$ cat src/rtl/cu_channel_sequencer.sv
// cu_channel_sequencer: registered round-robin sequencer feeding the control-unit decoder
//   clk, rst        : clock, synchronous active-high reset
//   req[3:0]        : per-channel level requests
//   done            : service-complete strobe, honoured only in SERVICE
//   clr_err         : clears sticky timeout_err (a same-cycle set wins)
//   sel_a, sel_b    : granted channel index {sel_b,sel_a}
//   op[3:0]         : decoder opcode {c,d,e,f}
//   phase_o         : decoder phase input, high in SERVICE
//   busy            : high outside IDLE
//   timeout_err     : sticky, a SERVICE phase expired without done
//   served_cnt      : completed services, wraps silently
module cu_channel_sequencer #(
   parameter int ANN_CYCLES = 1,
   parameter int TIMEOUT    = 15,
   parameter int CNT_W      = 8
) (
   input  logic             clk,
   input  logic             rst,
   input  logic [3:0]       req,
   input  logic             done,
   input  logic             clr_err,
   output logic             sel_a,
   output logic             sel_b,
   output logic [3:0]       op,
   output logic             phase_o,
   output logic             busy,
   output logic             timeout_err,
   output logic [CNT_W-1:0] served_cnt
);
   typedef enum logic [1:0] {IDLE, ANN, SVC, REL} state_t;
   state_t           state_q, state_d;
   logic [1:0]       ptr_q, ptr_d, sel_q, sel_d, ch, idx;
   logic [2:0]       ann_q, ann_d;
   logic [CNT_W-1:0] timer_q, timer_d, served_q, served_d;
   logic             err_q, err_d, to_set;
   // descending scan so the request closest to ptr is the last one written
   always_comb begin
      ch  = ptr_q;
      idx = ptr_q;
      for (int k = 3; k >= 0; k--) begin
         idx = ptr_q + 2'(k);
         if (req[idx]) ch = idx;
      end
   end
   always_comb begin
      state_d  = state_q;
      ptr_d    = ptr_q;
      sel_d    = sel_q;
      ann_d    = ann_q;
      timer_d  = timer_q;
      served_d = served_q;
      to_set   = 1'b0;
      case (state_q)
         IDLE: if (|req) begin
            sel_d   = ch;
            ann_d   = 3'd0;
            state_d = ANN;
         end
         ANN: if (ann_q == 3'(ANN_CYCLES - 1)) begin
            state_d = SVC;
            timer_d = '0;
         end else ann_d = ann_q + 3'd1;
         SVC: if (done) begin
            state_d  = REL;
            served_d = served_q + 1'b1;
         end else if (timer_q == CNT_W'(TIMEOUT - 1)) begin
            state_d = REL;
            to_set  = 1'b1;
         end else timer_d = timer_q + 1'b1;
         REL: begin
            ptr_d   = sel_q + 2'd1;
            state_d = IDLE;
         end
         default: state_d = IDLE;
      endcase
      err_d = to_set | (err_q & ~clr_err);
   end
   always_ff @(posedge clk) begin
      if (rst) begin
         state_q  <= IDLE;
         ptr_q    <= 2'd0;
         sel_q    <= 2'd0;
         ann_q    <= 3'd0;
         timer_q  <= '0;
         served_q <= '0;
         err_q    <= 1'b0;
      end else begin
         state_q  <= state_d;
         ptr_q    <= ptr_d;
         sel_q    <= sel_d;
         ann_q    <= ann_d;
         timer_q  <= timer_d;
         served_q <= served_d;
         err_q    <= err_d;
      end
   end
   assign sel_a       = sel_q[0];
   assign sel_b       = sel_q[1];
   assign op          = state_q == ANN ? 4'b0001 : state_q == SVC ? 4'b0011 : 4'b0100;
   assign phase_o     = state_q == SVC;
   assign busy        = state_q != IDLE;
   assign timeout_err = err_q;
   assign served_cnt  = served_q;
endmodule
$ cat config.mk
export PLATFORM = sky130hd
export DESIGN_NAME = cu_channel_sequencer
export DESIGN_NICKNAME = d
export VERILOG_FILES = /design/src/rtl/cu_channel_sequencer.sv
export SDC_FILE = /design/constraint.sdc
export NUM_CORES = 1
export LEC_CHECK = 0
export CORE_MARGIN = 2
export CORE_UTILIZATION = 26
export DETAILED_ROUTE_END_ITERATION = 10
export GPL_ROUTABILITY_DRIVEN = 0
export PLACE_DENSITY = 0.56
export SKIP_CTS_REPAIR_TIMING = 1
export SYNTH_ARGS = -nofsm -noshare
export SYNTH_HDL_FRONTEND = slang
export SYNTH_SLANG_ARGS = --single-unit
$ cat constraint.sdc
create_clock -name clk -period 3.5 [get_ports clk]
set_input_delay 0.35 -clock clk [delete_from_list [all_inputs] [get_ports clk]]
set_output_delay 0.35 -clock clk [all_outputs]
set_load 0.02 [all_outputs]
### Word-level counts from Yosys, hierarchy flattened

Cells that the tools add are included.

* register bits: 26
* input port bits: 8
* output and inout port bits: 17
* logic and storage cells: 71

* add/sub/neg operators: 7
* magnitude comparators: 4
* equal/unequal tests: 10
* multiplexer cells: 29
* bitwise logic cells: 3
* reduce and logical (&&, ||, !) cells: 11

Operators with widths (number)
* $mux 8: 3
* $add 8x1->8 const B: 2
* $mux 2: 8
* $pmux 8 s2: 1
* $lt 2x3->1 const B: 4
* $mux 3: 4
* $ne 2x2->1 const B: 5
* $bmux 1 s2: 4
* $eq 8x4->1 const B: 1
* $pmux 2 s4: 1
* $mux 1: 7
* $pmux 3 s2: 1
* $reduce_and 3->1: 2
* $reduce_bool 2->1: 3
* $add 2x1->2 const B: 2
* $add 2x2->2 const B: 2
* $eq 2x2->1 const B: 2
* $reduce_and 2->1: 2
* $reduce_and 4->1: 1
* $reduce_or 4->1: 1
* $add 3x1->3 const B: 1
* $logic_not 3->1: 1
* $ne 3x2->1 const B: 1
* $eq 2x1->1 const B: 1
* 4 further kinds: 4

### Depth between registers and ports, before layout

* word-level depth: 7
* depth in mapped cells: 7
* depth with buffers taken out: 7

### Worst setup path after synthesis

Ideal clock, no wire load.

* path kind: register -> register
* start point: register state_q[0]
* end point: register timer_q[7]
* arrival: 1836 ps
* data required time: 3430 ps
* setup slack: 1594 ps
* stages on the path, launching flop included: 8
* path buffers: 0
* clock period less this slack: 1906 ps
* cell sequence: dfxtp_1 -> inv_1 -> ha_1 -> inv_2 -> a311oi_4 -> o2111ai_1 -> or3_1 -> a21oi_1

* cells in the longest elaborated chain, start to end: 3

Ends and longest elaborated chain
* start, declared: line 31 `state_t state_q, state_d;`
* start signal, assigned: line 88 `state_q <= state_d;`
* $eq 2x2->1 *
* named net phase_o: line 25 `output logic phase_o,`
* $ne 2x2->1 (no source line) or $reduce_bool 2->1 (tied branches)
* $reduce_and 4->1 (no source line)
* end signal, assigned: line 92 `timer_q <= timer_d;`
* end, declared: line 34 `logic [CNT_W-1:0] timer_q, timer_d, served_q, served_d;`

Mark *: on every way through the listed nets, which the timed path passes. The rest lies on a longest branch.
A chain may end at the register's enable or synchronous reset.

### Worst setup path in the final report

* start point: register state_q[0]
* end point: output phase_o

* cells in the longest elaborated chain, start to end: 1

Ends and longest elaborated chain
* $eq 2x2->1: line 100 `assign phase_o = state_q == SVC;`
* end, declared: line 25

No other way between the ends.

==> impl_metrics.toml <==
[place]
place_inst = 248
dp_hpwl_um = 2000
place_area_sq_um = 1690
io_buffer_count = 23

[global_routing]
grt_pass1_vias = 1112
grt_pass1_wl_um = 5000
grt_antenna_before_repair = 0
grt_util_all_layers_pct = 10.0
overflow = 0
grt_max_degree = 19

[yosys]
yosysWarnings = 0
synth.avg_cell_area_sq_um = 8.79
synthFlopType = "dfxtp_1"
async_reset_ff_share_pct = 0
synth_cell_type_count = 44
synth_nets = 178
synth.yosys.seq_area_share_pct = 37.0
synth_edf_count = 0
ys_ff_latch = 26
syn_inst = 160
synth_area_sq_um = 1410

[power_and_ir_drop]
p_leak_nw = 0.660
power_w = 0.00106
ir_worst_vdd_uv = 193
p_per_area_nw_per_um2 = 606

[route]
antenna_left = 0
drc = 0
drt_wl_total_um = 2640
drtPass1Iterations = 4
num_vias = 1122
routedWlPerCell_um = 10.5
vias_per_cell = 4.45
drt_iter0_markers = 42

[sta]
setup-violations-final = 0
relSlewSlack_pct = 53.3
hold-worst-slack_ns = 0.480
clock_skew_ns = 0.00144
rsz0062_at_grt = "no"
clock.fmax_mhz = 472
fin_crit_ns = 2.12
tns_ns = 0
slew_violations = 0
worst_pin_slew_ns = 0.698
layout_worst_path_cycle_share_pct = 60.6
hold_violations = 0

[worst_setup_path]
path_buf_inv = 2
path_depth = 3
cp_max_fo = 9
required_ns = 3.15
critPathKind = "reg -> out"
cp_top_family = "buffers and inverters"
max_stage_delay_ns = 0.67
worstPathArrival_ns = 1.77
end_kind = "output pin"
cpMaxStageDelayCell = "clkdlybuf4s50_1"
start_kind = "flop"
worstPathCellList = "inv_1 -> ha_1 -> clkdlybuf4s50_1"
r2r_cells = 7

[final_layout]
num_antenna_cells = 0
final_nets = 201
synthToLayoutAreaGrowth_pct = 24.4
design_area_sq_um = 1750
final_cell_mix = "dfxtp_1 (26), clkdlybuf4s50_1 (23), nor2_1 (19)"
final_layout_size_suffix_gt1_share_pct = 4.95
layout_commonest_cell = "dfxtp_1"
instances_no_fill = 252
fillers = 528

[floorplanning]
fp.dieH_um = 77.5
start_util_pct = 27.2
rows = 26
die-area_sq_um = 6010
chipWidth_um = 77.5
ioPinCount = 25
core-area_sq_um = 5170

[clock_tree]
clk_latency_ns = 0.27
cts.sink_count = 26
clk_path_buf_depth = 2
h-tree-depth = 1
cts_tree = "built"
numCtsBuffers = 3
clock-root-buffer = "clkbuf_8"
clk_pin_slew_worst_paths_ns = 0.09

[min_path]
hold_path_depth = 2
hold_path_class = "reg -> reg"

[outcome]
status = "complete, no violations"

[run]
maxCapViolCount = 0
==> logic make-up after synthesis <==
family	Yosys count	synth area share [%]
buffers and inverters	21	6.40
multiplexers	4	2.94
AO/OA/AOI/OAI	32	17.6
XOR/XNOR	12	7.47
flip-flops	26	37.0
other	1	0.267
adder cells (fa/ha/maj)	10	8.90
AND/OR/NAND/NOR	54	19.4
==> Yosys cell counts, drive strengths merged, types with 2 or more instances <==
cell / number / area share (%)
o211ai: 4 / 2.1
nand3: 5 / 1.8
o21a: 2 / 1.1
inv: 16 / 4.3
or3: 2 / 0.89
and3: 2 / 0.89
mux2i: 3 / 2.1
nor2b: 2 / 0.89
nor3: 4 / 1.4
dfxtp: 26 / 37
nand2: 6 / 1.6
o21ba: 2 / 1.4
nor2: 19 / 5.1
nand2b: 4 / 1.8
buf: 4 / 1.9
nand4: 5 / 2.2
nor4: 2 / 1.3
a211oi: 2 / 1.1
ha: 10 / 8.9
o21ai: 4 / 1.7
xor2: 6 / 3.7
a21oi: 8 / 2.8
xnor2: 6 / 3.7
==> worst paths after layout <==
kind | from | to | slack [ns]
setup / recovery | state_q[0] | phase_o | 1.38
hold / removal | timeout_err | timeout_err | 0.48
setup reg to reg | state_q[0] | timer_q[7] | 1.50
hold reg to reg | timeout_err | timeout_err | 0.48
==> worst reg2reg max path, delay by kind of cell (launching register included) <==
family          cells  cell delay (ns)
simple gates        1             0.36
fa+ha+maj           1             0.37
flops               1             0.34
compound gates      3             0.66
buf+inv             2             0.21
==> stage by stage <==
stage / utilization [%] / worst slack, ns
2_1_floorplan: - / 1.59
3_3_place_gp: 32.8 / 1.43
3_5_place_dp: 32.8 / 1.36
4_1_cts: 33.8 / 1.36
5_1_grt: 33.8 / 1.27
6_report: 33.8 / 1.38
==> sequential cells by signal, summed over array words and instances (netlist names) <==
| signal | count |
|---|---|
| state_q | 2 |
| timer_q | 8 |
| timeout_err | 1 |
| ptr_q | 2 |
| sel_q | 2 |
| served_cnt | 8 |
| ann_q | 3 |
==> per-layer routing <==
| metal | wire length (um) | part of all wire (%) | global-route usage, % |
|---|---|---|---|
| met3 | 114 | 4.3 | 2.91 |
| met5 | 0 | 0 | 0 |
| met1 | 1270 | 48 | 12.5 |
| met2 | 1230 | 47 | 16.8 |
| met4 | 27 | 1.0 | 2.68 |
==> power by group <==
| group | switching [W] | internal [W] | total [W] |
|---|---|---|---|
| combinational | 0.000268 | 0.000217 | 0.000485 |
| sequential | 0.0000414 | 0.000336 | 0.000377 |
| clock | 0.0000971 | 0.000101 | 0.000198 |
| total | 0.000407 | 0.000653 | 0.00106 |
==> final cells by class <==
cell class              count  area [sq um]  area share (%)
repair buffers             23           230            13.2
inverters                  16          60.1            3.43
flip-flops and latches     26           520            29.8
well taps                  70          87.6            5.01
clock buffers               4          55.1            3.15
multi-input cells         113           796            45.5
Power figures use the tool's default switching activity.
